[config.mk]
export PLATFORM = sky130hd
export DESIGN_NAME = dpssram_stream_reader
export DESIGN_NICKNAME = d
export VERILOG_FILES = /design/src/rtl/dpssram_stream_reader.sv
export SDC_FILE = /design/constraint.sdc
export NUM_CORES = 1
export LEC_CHECK = 0
export BUFFER_PORTS_ARGS = -buffer_cell sky130_fd_sc_hd__buf_2
export CAP_MARGIN = 20
export CORE_MARGIN = 2
export CORE_UTILIZATION = 50
export CTS_CLUSTER_DIAMETER = 60
export CTS_CLUSTER_SIZE = 10
export DETAILED_ROUTE_END_ITERATION = 7
export GPL_ROUTABILITY_DRIVEN = 0
export PLACE_DENSITY_LB_ADDON = 0.08
export SLEW_MARGIN = 20
export SYNTH_ARGS = -nofsm -noshare
export SYNTH_HDL_FRONTEND = slang
export SYNTH_SLANG_ARGS = --single-unit
[constraint.sdc]
create_clock -name clk_i -period 4.52 [get_ports clk_i]
set_clock_uncertainty 0.2 [all_clocks]
set_input_delay 0.904 -clock clk_i [delete_from_list [all_inputs] [get_ports clk_i]]
set_output_delay 0.904 -clock clk_i [all_outputs]
set_load 0.02 [all_outputs]
[src/rtl/dpssram_stream_reader.sv]
// dpssram_stream_reader
// ---------------------
// Read engine for the user port (port B) of the wbgen2 dual-port SRAM. A start
// command walks a contiguous, wrap-around address range. The engine absorbs the
// RAM's one-cycle read latency through a 4-entry FIFO and presents the words as
// a valid/ready stream, with a marker on the last beat.
//
// Ports
//   clk_i        single clock; the RAM user-port clock is tied to it
//   rst_i        synchronous reset, active-high
//   start_i      start command, sampled only in IDLE
//   base_i       first word address, captured with start_i
//   len_i        word count 0..2^g_addr_width, captured with start_i
//   busy_o       transfer in progress
//   done_o       one-cycle completion pulse
//   ram_addr_o   RAM port-B address
//   ram_rd_o     RAM port-B read strobe
//   ram_data_i   RAM port-B read data, valid the cycle after ram_rd_o
//   src_valid_o  stream word valid
//   src_data_o   stream word (FIFO head)
//   src_last_o   final word of the transfer
//   src_ready_i  downstream accept
module dpssram_stream_reader #(
  parameter int g_data_width = 32,
  parameter int g_addr_width = 10
) (
  input  logic                    clk_i,
  input  logic                    rst_i,
  input  logic                    start_i,
  input  logic [g_addr_width-1:0] base_i,
  input  logic [g_addr_width:0]   len_i,
  output logic                    busy_o,
  output logic                    done_o,
  output logic [g_addr_width-1:0] ram_addr_o,
  output logic                    ram_rd_o,
  input  logic [g_data_width-1:0] ram_data_i,
  output logic                    src_valid_o,
  output logic [g_data_width-1:0] src_data_o,
  output logic                    src_last_o,
  input  logic                    src_ready_i
);

  typedef enum logic [1:0] {
    ST_IDLE = 2'd0,
    ST_RUN  = 2'd1,
    ST_DONE = 2'd2
  } state_t;

  localparam logic [g_addr_width-1:0] ADDR_ONE = {{(g_addr_width-1){1'b0}}, 1'b1};
  localparam logic [g_addr_width:0]   LEN_ONE  = {{g_addr_width{1'b0}}, 1'b1};
  localparam logic [g_addr_width:0]   LEN_ZERO = {(g_addr_width+1){1'b0}};

  state_t                  r_state;
  logic                    r_rd;          // read strobe driven to the RAM
  logic                    r_rd_d;        // RAM data for the previous strobe is on ram_data_i
  logic [g_addr_width-1:0] r_addr;        // address of the most recently issued read
  logic [g_addr_width:0]   r_issue_left;  // reads still to be issued
  logic [g_addr_width:0]   r_beat_left;   // beats still to be delivered
  logic [g_data_width-1:0] r_fifo [4];
  logic [1:0]              r_wptr;
  logic [1:0]              r_rptr;
  logic [2:0]              r_count;

  state_t                  w_state_nxt;
  logic                    w_rd_nxt;
  logic [g_addr_width-1:0] w_addr_nxt;
  logic [g_addr_width:0]   w_issue_nxt;
  logic [g_addr_width:0]   w_beat_nxt;
  logic                    w_valid;
  logic                    w_push;
  logic                    w_pop;
  logic [3:0]              w_occupancy;
  logic                    w_can_issue;

  assign w_valid = (r_count != 3'd0);
  assign w_push  = r_rd_d;
  assign w_pop   = w_valid & src_ready_i;

  // Buffered words plus reads still in the RAM pipeline. Using the registered
  // FIFO count (not the pop) keeps src_ready_i out of the read-issue path.
  assign w_occupancy = {1'b0, r_count} + {3'b000, r_rd} + {3'b000, r_rd_d};
  assign w_can_issue = (r_issue_left != LEN_ZERO) && (w_occupancy < 4'd4);

  // Next-state and next datapath values for the transfer controller
  always_comb begin
    w_state_nxt = r_state;
    w_rd_nxt    = 1'b0;
    w_addr_nxt  = r_addr;
    w_issue_nxt = r_issue_left;
    w_beat_nxt  = r_beat_left;
    case (r_state)
      ST_IDLE: begin
        if (start_i) begin
          if (len_i != LEN_ZERO) begin
            // First read goes out at base in the very next cycle.
            w_state_nxt = ST_RUN;
            w_rd_nxt    = 1'b1;
            w_addr_nxt  = base_i;
            w_issue_nxt = len_i - LEN_ONE;
            w_beat_nxt  = len_i;
          end else begin
            w_state_nxt = ST_DONE;
          end
        end else begin
          w_state_nxt = ST_IDLE;
        end
      end
      ST_RUN: begin
        if (w_can_issue) begin
          w_rd_nxt    = 1'b1;
          w_addr_nxt  = r_addr + ADDR_ONE;  // wraps naturally at 2^g_addr_width
          w_issue_nxt = r_issue_left - LEN_ONE;
        end else begin
          w_rd_nxt = 1'b0;
        end
        if (w_pop) begin
          w_beat_nxt = r_beat_left - LEN_ONE;
          if (r_beat_left == LEN_ONE) begin
            w_state_nxt = ST_DONE;
          end else begin
            w_state_nxt = ST_RUN;
          end
        end else begin
          w_beat_nxt = r_beat_left;
        end
      end
      ST_DONE: begin
        w_state_nxt = ST_IDLE;
      end
      default: begin
        w_state_nxt = ST_IDLE;
      end
    endcase
  end

  // Controller state, read strobe/address and transfer counters
  always_ff @(posedge clk_i) begin
    if (rst_i) begin
      r_state      <= ST_IDLE;
      r_rd         <= 1'b0;
      r_rd_d       <= 1'b0;
      r_addr       <= {g_addr_width{1'b0}};
      r_issue_left <= LEN_ZERO;
      r_beat_left  <= LEN_ZERO;
    end else begin
      r_state      <= w_state_nxt;
      r_rd         <= w_rd_nxt;
      r_rd_d       <= r_rd;
      r_addr       <= w_addr_nxt;
      r_issue_left <= w_issue_nxt;
      r_beat_left  <= w_beat_nxt;
    end
  end

  // FIFO pointers and occupancy; reset flushes whatever was buffered
  always_ff @(posedge clk_i) begin
    if (rst_i) begin
      r_wptr  <= 2'd0;
      r_rptr  <= 2'd0;
      r_count <= 3'd0;
    end else begin
      if (w_push) begin
        r_wptr <= r_wptr + 2'd1;
      end
      if (w_pop) begin
        r_rptr <= r_rptr + 2'd1;
      end
      case ({w_push, w_pop})
        2'b10:   r_count <= r_count + 3'd1;
        2'b01:   r_count <= r_count - 3'd1;
        default: r_count <= r_count;
      endcase
    end
  end

  // FIFO storage; contents are only visible through the valid-gated head
  always_ff @(posedge clk_i) begin
    if (w_push) begin
      r_fifo[r_wptr] <= ram_data_i;
    end
  end

  assign busy_o      = (r_state == ST_RUN);
  assign done_o      = (r_state == ST_DONE);
  assign ram_rd_o    = r_rd;
  assign ram_addr_o  = r_addr;
  assign src_valid_o = w_valid;
  assign src_data_o  = w_valid ? r_fifo[r_rptr] : {g_data_width{1'b0}};
  // Beats leave in order, so the head is the last word exactly when one remains.
  assign src_last_o  = w_valid && (r_beat_left == LEN_ONE);

endmodule

==> results of run 1 <==
stage by stage:
step           setup slack (ps)  util (%)
2_1_floorplan              1460         -
3_3_place_gp               1280      55.2
3_5_place_dp               1180      55.2
4_1_cts                    1130      58.9
5_1_grt                    1050      58.9
6_report                   1210      58.9
state kept, by name (all words and copies together), names as in the netlist, named ones only:
register	count
r_beat_left	11
r_count	3
r_fifo	128
r_issue_left	11
r_rd_d	1
r_rptr	2
r_state	2
r_wptr	2
ram_addr_o	10
ram_rd_o	1
worst max path at each step:
stage                           from                to  cells past startpoint
after floorplan           r_state[0]  r_issue_left[10]                     12
after global placement      len_i[5]     ram_addr_o[8]                      7
after detailed placement    len_i[5]     ram_addr_o[9]                      7
after CTS                  flip-flop    src_data_o[11]                      4
after global routing       flip-flop    src_data_o[11]                      4
final                      flip-flop    src_data_o[11]                      4
cells in the mapped netlist (2+ instances only):
cell type / n / area, sq um
a211oi_1: 7 / 52.6
a21boi_0: 5 / 37.5
a21o_1: 7 / 52.6
a21oi_1: 30 / 150
a22o_1: 4 / 35.0
a22oi_1: 3 / 22.5
a311oi_1: 2 / 17.5
a31o_2: 4 / 35.0
a31oi_1: 8 / 50.1
and2_1: 40 / 250
and3_1: 2 / 12.5
and4_1: 3 / 26.3
buf_1: 2 / 7.51
buf_2: 5 / 25.0
buf_6: 4 / 45.0
clkbuf_1: 21 / 78.8
dfxtp_1: 45 / 901
edfxtp_1: 128 / 3840
ha_1: 10 / 125
inv_1: 11 / 41.3
mux2_2: 3 / 33.8
mux2i_1: 5 / 50.1
mux4_2: 32 / 721
nand2_1: 51 / 191
nand2b_1: 3 / 18.8
nand3_1: 10 / 50.1
nand3b_1: 3 / 22.5
nand4_1: 6 / 37.5
nor2_1: 33 / 124
nor2b_1: 4 / 25.0
nor3_1: 10 / 50.1
nor4_1: 2 / 12.5
nor4_2: 2 / 25.0
o2111ai_1: 2 / 17.5
o211ai_1: 2 / 15.0
o21ai_0: 18 / 90.1
o21ai_1: 6 / 30.0
o31ai_1: 2 / 15.0
o41a_1: 2 / 22.5
or3_1: 4 / 25.0
or4_1: 2 / 15.0
xor2_1: 4 / 35.0
cell families after synthesis:
group | after synthesis
xor gates and xnor gates | 5
and+or+nand+nor | 183
adders and majority gates | 11
DFF | 173
buffers and inverters | 44
muxes | 41
AOI/OAI and AO/OA | 113
power breakdown:
part | switching [mW] | total, mW | internal (mW)
logic | 0.616 | 1.04 | 0.425
clock network | 0.614 | 1.38 | 0.770
registers | 0.0658 | 1.84 | 1.78
total | 1.30 | 4.27 | 2.97
per-layer routing:
layer,up-vias,track usage [%],share of wire (%)
met2,141,34.1,50
met3,21,4.30,4.6
met4,0,6.21,1.6
li1,2367,-,-
met5,-,0,0
met1,2463,26.0,44
critical path: cells and delay by family (launching register included):
kind                   cells  cell delay [ps]
and+or+nand+nor            1              190
muxes                      1              590
buffers and inverters      2              690
DFF                        1              310
cell usage in the layout, fill, tap and decap left out, types with 6 or more instances in the layout:
| master | instances |
|---|---|
| a211oi_1 | 7 |
| a21o_1 | 7 |
| a21oi_1 | 30 |
| a31oi_1 | 8 |
| and2_1 | 36 |
| buf_2 | 103 |
| buf_4 | 6 |
| clkbuf_16 | 17 |
| dfxtp_1 | 43 |
| edfxtp_1 | 128 |
| ha_1 | 10 |
| inv_1 | 11 |
| inv_6 | 6 |
| mux4_2 | 32 |
| nand2_1 | 51 |
| nand3_1 | 10 |
| nand4_1 | 6 |
| nor2_1 | 33 |
| nor3_1 | 10 |
| o21ai_0 | 18 |
| o21ai_1 | 6 |
final cells by class:
type / count / area, sq um / area share, %
Sequential cell: 173 / 4750 / 53.4
Multi-Input combinational cell: 353 / 2740 / 30.8
Timing Repair Buffer: 109 / 561 / 6.30
Clock buffer: 18 / 429 / 4.83
Tap cell: 188 / 235 / 2.65
Clock inverter: 14 / 133 / 1.49
Inverter: 12 / 45.0 / 0.507
==> key figures, run 1 <==
Outcome
  • Status: complete, no violations

Finish
  • Final Instance Area: 8890 sq um
  • Diodes inserted: 0
  • Area Overhead vs Synth: 15.8%
  • Fillcell total: 1,241
  • Share of layout cells above drive strength 1: 29.2%
  • Non-filler instance count after layout: 867
  • Total Nets Final: 734

Floorplanning
  • Die Height: 128 um
  • Starting density of the core: 50.9%
  • Die area: 16,400 sq um
  • Rows: 45
  • Die span in x: 128 um
  • I/O pin total: 104
  • Core Area: about 15,000 sq um

Logic synthesis
  • Ys Warns: 0
  • Mux share of post-synthesis cell area: 10.7%
  • Seq cells post-synth: 173
  • Largest family of logic cells by synthesized area: simple AND/OR/NAND/NOR gates
  • Compound-Gate Fraction of Synth Area: 9.87%
  • Post-synth ARST share: 0%
  • XOR/XNOR Fraction of Synth Area: 0.570%
  • Netlist cell types: 65
  • Post-synth EDFFs: approximately 130
  • Synth Flop Type: edfxtp_1
  • Post-Synth Simple-Gate Area: 12.6%
  • Register area share after synthesis: 61.8%
  • Syn_area_per_cell: ~13 sq um
  • Synth Instances: 570
  • Mapped Area: between 7000 and 8000 sq um
  • Post-Synth Adder-Cell Area: 1.89%
  • Syn nets: 638

Detailed routing
  • Routed WL: 15,900 um
  • Wire per inst: 18.3 um
  • Total number of vias: 4,992
  • DR vias/cell: about 5.8
  • Iter 0 DRT Violations: 377
  • Residual DRC: 0
  • Pre-antenna DRT Iters: 7
  • Post-DRT Antenna Nets: 0

STA
  • RSZ-0062 raised after global routing: no
  • Hold Vio Cnt, Final: 0
  • Tightest Pin Transition: 902 ps
  • Final setup violation count: 0
  • Crit share post-route: between 70% and 80%
  • Worst relative slew slack: 39.9%
  • Slew Limit Fails: 0
  • Hold WS: 277 ps
  • Final min period: 3310 ps
  • Setup_tns: 0 ps
  • Max Clock Freq: 302 MHz

Placed design
  • HPWL after DPL: 10,100 um
  • Number of port buffers: 103
  • Placed Area: 8330 sq um
  • Placed insts: 835

Worst hold path
  • Hold_sp: r_beat_left[9]
  • Hold EP: r_beat_left[9]
  • Hold Path Class: reg -> reg
  • Hold path cells: 2

CTS
  • CTS H-tree lvls: 4
  • TritonCTS Buffers: 17
  • CTS tree: yes
  • Hold Buf Count CTS: 0
  • Post-CTS Setup Bufs: 0
  • Max clock buf depth: 2
  • Post-CTS Resized: 0
  • CTS root buf: clkbuf_16
  • Clk slew on worst S/H paths: 70 ps
  • Worst skew pair latency: between 400 and 500 ps
  • Num Clock Sinks: roughly 170

Power
  • Power Density: 480 nW/um^2
  • Worst vdd ir: 0.299 mV
  • Pwr Total: between 4 and 5 mW
  • Static Leak: ~3.2 nW

Job
  • Maxcap violations: 0

Setup path
  • CP cell instances: buf_4 > mux4_2 > and2_1 > buf_2
  • Critical path's slowest cell: mux4_2
  • R2r startpoint: r_state[1]
  • CP Data Required Time: 3420 ps
  • Largest stage delay, worst path: 590 ps
  • Kind of critical path: reg -> out
  • CP Launch Type: flip-flop
  • Setup crit end kind: output port
  • Reg-to-Reg End: r_issue_left[10]
  • Crit-path max FO: 32
  • CP Data Arrival Time: around 2200 ps
  • Reg2reg path depth: 8
  • R2R setup slack: 1380 ps

GRT
  • Global-route wire length before repair: 25,200 um
  • GRT Total Usage: 20.1%
  • Largest net degree at the start of global routing: 47
  • Global route overflow: 0
  • Initial antenna violation count: 0
  • Vias in the first global route: 4,861
Note: power is estimated with default switching activity, not from simulation.
==> run 2: changes to the inputs <==
Clock period 4.52 ns to 3.4 ns, I/O delays scaled along.
==> run 2 against run 1 <==
Effect of this change: register-to-register slack worse by 970 ps; die area stayed put; critical path depth up 3; highest routed layer unchanged; total power increased by 36%; sequential share of layout area decreased by 0.45 points; via count increased by 0.66%; sequential power grew 33%; clock-buffer cell count decreased by 1; utilization grew 0.51 points; setup slack worse by 800 ps.
==> key figures, run 2 (same netlist as run 1, synthesis figures left out) <==
Worst hold path
  • Hold EP: r_beat_left[9]
  • Hold_sp: r_beat_left[9]
  • Hold path cells: 2 (unchanged)
  • Hold Path Class: reg -> reg

GRT
  • Global route overflow: 0 (unchanged)
  • Initial antenna violation count: 0 (unchanged)
  • GRT Total Usage: 20.0% (-0.055 points)
  • Vias in the first global route: 4,913 (+1.1%)
  • Global-route wire length before repair: 25,000 um (-0.58%)
  • Largest net degree at the start of global routing: 50 (+6.4%)

Finish
  • Max FFs per register: 128 (unchanged)
  • Non-filler instance count after layout: 870 (+0.35%)
  • Top Registers: r_fifo: 128 flops, r_beat_left: 11 flops, r_issue_left: 11 flops
  • Share of layout cells above drive strength 1: 29.5% (+0.31 points)
  • Most common cell after layout, fill and taps aside: edfxtp_1
  • Final Instance Area: 8970 sq um (+0.86%)
  • Area Overhead vs Synth: 16.8%
  • Final Util: 59.4% (+0.51 points)
  • Most frequent cells in the layout: edfxtp_1 (128), buf_2 (103), nand2_1 (51)
  • Diodes inserted: 0 (unchanged)
  • Largest Register: r_fifo
  • Total Nets Final: 737 (+0.41%)

Floorplanning
  • Starting density of the core: 50.9% (unchanged)
  • Die Height: 128 um (unchanged)
  • Core Area: 15,100 sq um (unchanged)
  • I/O pin total: 104 (unchanged)
  • Die area: 16,400 sq um (unchanged)
  • Die span in x: 128 um (unchanged)
  • Rows: 45 (unchanged)

STA
  • Crit share post-route: 87.8%
  • Final worst setup slack: 414 ps (-796 ps)
  • Hold WS: 272 ps (-4.27 ps)
  • RSZ-0062 raised after global routing: no
  • Tightest Pin Transition: 914 ps (+12.3 ps)
  • Worst relative slew slack: 39.0% (-0.82 points)
  • Max Clock Freq: 335 MHz
  • Final setup violation count: 0 (unchanged)
  • Hold Vio Cnt, Final: 0 (unchanged)
  • Slew Limit Fails: 0 (unchanged)
  • Setup_tns: 0 ps (unchanged)
  • Final min period: 2990 ps

Setup path
  • CP Launch Type: flip-flop
  • Largest stage delay, worst path: 590 ps (about the same)
  • CP Data Required Time: 3550 ps (+130 ps)
  • Reg-to-Reg End: r_issue_left[10]
  • Reg2reg path depth: 7 (-1)
  • Critical path's slowest cell: dfxtp_1
  • Crit-path max FO: 11 (-66%)
  • CP cell instances: nand2b_2 > mux2i_2 > ha_1 > a21boi_1 > nand3_2 > or4b_1 > a31oi_1
  • CP Data Arrival Time: 3140 ps (+930 ps)
  • R2R setup slack: 410 ps (-970 ps)
  • R2r startpoint: r_state[1]
  • Kind of critical path: reg -> reg
  • Setup crit end kind: flip-flop

Detailed routing
  • Pre-antenna DRT Iters: 6 (-1)
  • Iter 0 DRT Violations: 312 (-17%)
  • Routed WL: 15,800 um (-0.86%)
  • Post-DRT Antenna Nets: 0 (unchanged)
  • Total number of vias: 5,025 (+0.66%)
  • Wire per inst: 18.1 um (-1.2%)
  • DR vias/cell: 5.78 (+0.31%)
  • Residual DRC: 0 (unchanged)

Placed design
  • Placed Area: 8380 sq um (+0.57%)
  • Number of port buffers: 103 (unchanged)
  • HPWL after DPL: 10,100 um (-0.23%)
  • Placed insts: 838 (+0.36%)
  • Worst slack at placement: 465 ps (-719 ps)

Outcome
  • Status: complete, no violations

CTS
  • CTS H-tree lvls: 4 (unchanged)
  • CTS root buf: clkbuf_16
  • Post-CTS Resized: 0 (unchanged)
  • TritonCTS Buffers: 17 (unchanged)
  • Max clock buf depth: 2 (unchanged)
  • Clk slew on worst S/H paths: 70 ps (about the same)
  • Worst skew pair latency: 420 ps (about the same)
  • Num Clock Sinks: 173 (unchanged)
  • CTS tree: yes
  • Hold Buf Count CTS: 0 (unchanged)
  • Post-CTS Setup Bufs: 0 (unchanged)

Power
  • Worst vdd ir: 0.528 mV (+77%)
  • Pwr Total: 5.78 mW (+36%)
  • Static Leak: 3.24 nW (+0.86%)
  • Power Density: 645 nW/um^2 (+34%)

Job
  • Maxcap violations: 0 (unchanged)
run 2: changes by cell type in the layout (fill, tap and decap cells not counted):
cell and change:
inv_6 -4, buf_12 +2, clkinv_2 -2, clkinv_4 +2, clkinvlp_4 +2, buf_4 +1
bufinv_16 +1, clkbuf_1 -1, clkinv_1 +1, inv_8 +1
run 2: report_power, final:
part | internal, mW | switching [mW]
logic | 0.590 | 0.828
clock network | 1.10 | 0.828
registers | 2.36 | 0.0792
run 2: worst max-delay path by stage:
| stage | slack [ps] | depth (start not counted) | to | start |
|---|---|---|---|---|
| global route | 200 | 7 | r_issue_left[10] | r_state[1] |
| floorplan | 340 | 12 | r_issue_left[10] | r_state[0] |
| CTS | 400 | 4 | src_last_o | r_beat_left[6] |
| detailed placement | 460 | 7 | r_issue_left[10] | r_state[1] |
| finish | 410 | 7 | r_issue_left[10] | r_state[1] |
| global placement | 540 | 7 | r_issue_left[10] | r_state[1] |
run 2: worst max-delay path: cells and delay by family, from the launching register on:
kind                     cells  cell delay (ps)
AND/OR/NAND/NOR              3              960
flip-flops                   1              590
AO/OA/AOI/OAI                2              510
multiplexers                 1              350
adder cells (fa/ha/maj)      1              310
run 2: layout make-up:
| class | count | area (sq um) |
|---|---|---|
| clock inverters | 15 | 165 |
| clock buffers | 17 | 425 |
| repair buffers | 112 | 608 |
| multi-input cells | 353 | 2740 |
| well taps | 188 | 235 |
| flip-flops and latches | 173 | 4750 |
| inverters | 12 | 45.0 |
| fillers | 1196 | 6120 |
run 2: routing by layer:
metal,vias up,track usage (%),wire length (um)
met5,-,0,0
met4,0,7.43,195
met2,127,34.7,8120
met3,16,3.55,592
met1,2501,25.3,6860
li1,2381,-,-
==> run 3: changes to the inputs <==
Settings changed: ABC_AREA set to 1, CTS_CLUSTER_SIZE 10 to 40, SKIP_CTS_REPAIR_TIMING set to 1.
==> run 3 against run 2 <==
Effect of this change: cell area up 2.5%; final cell count up 33%; combinational power up 47%; global-route usage up 1.8 points; largest power group unchanged.
==> key figures, run 3 <==
Outcome
  • Status: complete, no violations

STA
  • Final min period: 2980 ps (-6.89 ps)
  • Crit share post-route: 87.6% (-0.20 points)
  • Hold Vio Cnt, Final: 0 (unchanged)
  • Final setup violation count: 0 (unchanged)
  • Max Clock Freq: 336 MHz (+0.23%)
  • Hold WS: 251 ps (-20.9 ps)
  • Tightest Pin Transition: 839 ps (-75.8 ps)
  • Slew Limit Fails: 0 (unchanged)
  • RSZ-0062 raised after global routing: no
  • Setup_tns: 0 ps (unchanged)
  • Worst relative slew slack: 44.0% (+5.0 points)

Finish
  • Fillcell total: 1,327 (+11%)
  • Most common cell after layout, fill and taps aside: nor2_1
  • Area Overhead vs Synth: 16.3%
  • Total Nets Final: 1,000 (+36%)
  • Most frequent cells in the layout: nor2_1 (192), edfxtp_1 (128), o21ai_0 (105)
  • Largest Register: r_fifo
  • Sequential Area: 4750 sq um (about the same)
  • Multi-input logic area: 2710 sq um (-1.3%)
  • Top Registers: r_fifo: 128 flops, r_beat_left: 11 flops, r_issue_left: 11 flops
  • Max FFs per register: 128 (unchanged)
  • Share of layout cells above drive strength 1: 20.3% (-9.2 points)

Floorplanning
  • Die Height: 130 um (+1.4%)
  • I/O pin total: 104 (unchanged)
  • Starting density of the core: 51.6% (+0.73 points)
  • Die area: 16,800 sq um (+2.9%)
  • Rows: 45 (unchanged)
  • Die span in x: 130 um (+1.4%)
  • Core Area: 15,300 sq um (+1.5%)

Logic synthesis
  • Seq cells post-synth: 173 (unchanged)
  • Syn_area_per_cell: 9.48 sq um (-30%)
  • Post-synth top area share: 48.6% (-1.4 points)
  • Synth Flop Type: edfxtp_1
  • Ys Warns: 0 (unchanged)
  • Synth area leader: edfxtp_1
  • Syn nets: 902 (+41%)
  • Netlist cell types: 38 (-42%)
  • Most common cell in the netlist: nor2_1
  • Post-synth EDFFs: 128 (unchanged)
  • Largest cells by area after synthesis: edfxtp_1 (49%), dfxtp_1 (11%), nor2_1 (9.1%)
  • Mapped Area: 7910 sq um (+2.9%)
  • Top cells by count, synth: nor2_1 (192), edfxtp_1 (128), o21ai_0 (105), nand2_1 (88), a21oi_1 (61)
  • Synth Instances: 834 (+46%)
  • Post-synth ARST share: 0% (unchanged)
  • Register area share after synthesis: 60.0% (-1.8 points)

Setup path
  • CP top delay family: buffers and inverters
  • CP Data Required Time: 2520 ps (-1030 ps)
  • CP bufs+invs: 2 (+2)
  • Setup crit end kind: output port
  • Most used cell, CP: nor2_1
  • CP Data Arrival Time: 2100 ps (-1040 ps)
  • Kind of critical path: reg -> out
  • Crit-path max FO: 64 (+53)
  • CP cell instances: buf_4 > nor2_1 > nor2_1 > o21ai_0 > a21oi_1 > buf_2
  • Largest stage delay, worst path: 550 ps (-40 ps)
  • CP Launch Type: flip-flop
  • Critical path's slowest cell: buf_4

Detailed routing
  • Iter 0 DRT Violations: 454 (+46%)
  • Highest routed layer: met4
  • DR WL met2: 8960 um (+10%)
  • Post-DRT Antenna Nets: 0 (unchanged)
  • Residual DRC: 0 (unchanged)
  • Total number of vias: 6,051 (+20%)
  • Routed WL: 17,800 um (+13%)
  • Met3 Wirelength: 776 um (+31%)
  • DR vias/cell: 5.23 (-9.5%)
  • Pre-antenna DRT Iters: 5 (-1)
  • Wire per inst: 15.4 um (-15%)
  • M1 WL: 7780 um (+13%)

CTS
  • TritonCTS Buffers: 17 (unchanged)
  • CTS H-tree lvls: 4 (unchanged)
  • CTS tree: yes
  • Worst skew pair latency: 430 ps (about the same)
  • Num Clock Sinks: 173 (unchanged)
  • CTS root buf: clkbuf_16
  • Max clock buf depth: 2 (unchanged)
  • Clk slew on worst S/H paths: 60 ps (about the same)

Power
  • Worst vdd ir: 0.366 mV (-31%)
  • Static Leak: 3.74 nW (+15%)
  • Power Density: 720 nW/um^2 (+12%)

Placed design
  • HPWL after DPL: 11,400 um (+13%)
  • Number of port buffers: 103 (unchanged)

GRT
  • GRT Total Usage: 21.8% (+1.8 points)
  • Vias in the first global route: 5,724 (+17%)
  • Global route overflow: 0 (unchanged)
  • Initial antenna violation count: 1 (+1)
  • Global-route wire length before repair: 28,300 um (+13%)
  • Largest net degree at the start of global routing: 65 (+30%)

Worst hold path
  • Hold Path Class: reg -> reg

Job
  • Maxcap violations: 0 (unchanged)
-- run 3: power by group --
group / internal, mW / total (mW) / switching, mW
Sequential: 2.41 / 2.50 / 0.0977
Clock: 1.23 / 2.03 / 0.801
Combinational: 0.629 / 2.09 / 1.46
Total: 4.26 / 6.62 / 2.35
-- run 3: final timing paths --
| kind | end | slack [ps] | cells past startpoint | from |
|---|---|---|---|---|
| worst max-delay path | src_data_o[14] | 420 | 6 | flip-flop |
| worst min-delay path | r_rd_d | 250 | 2 | ram_rd_o |
| worst max register to register | r_issue_left[7] | 1080 | 12 | r_state[1] |
| worst min register to register | r_rd_d | 250 | 2 | ram_rd_o |
-- run 3: metrics by stage --
stage	utilization, %	cell area (sq um)	setup WS, ps	total power, mW	instances
after global routing	60.0	9190	277	6.98	1157
after detailed placement	56.0	8580	835	4.65	1124
after CTS	60.0	9190	369	6.67	1156
final	60.0	9190	421	6.62	1157
after floorplan	-	7910	1090	4.00	834
after global placement	56.0	8580	877	4.59	1124
-- run 3: tightest hold or removal path: stages (launching register included) --
cell and delay (ps):
dfxtp_1 330, inv_1 50, nor2_1 30
-- run 3: final cells by class --
class	instances	share of cell area, %
Antenna cell	1	0.0272
Clock buffer	17	4.63
Clock inverter	15	2.07
Inverter	66	2.69
Multi-Input combinational cell	558	29.4
Sequential cell	173	51.6
Tap cell	211	2.87
Timing Repair Buffer	116	6.67
-- run 3: routing by layer --
layer	up-vias	GRT usage (%)
li1	3002	-
met3	25	4.31
met4	0	7.84
met1	2877	27.6
met5	-	0
met2	147	37.4
-- run 3: logic make-up after synthesis --
group | Yosys count | share of synthesized area (%)
fa+ha+maj | 11 | 1.84
compound gates | 190 | 12.4
xor+xnor | 5 | 0.554
flops | 173 | 60.0
simple gates | 352 | 19.4
buf+inv | 103 | 5.78
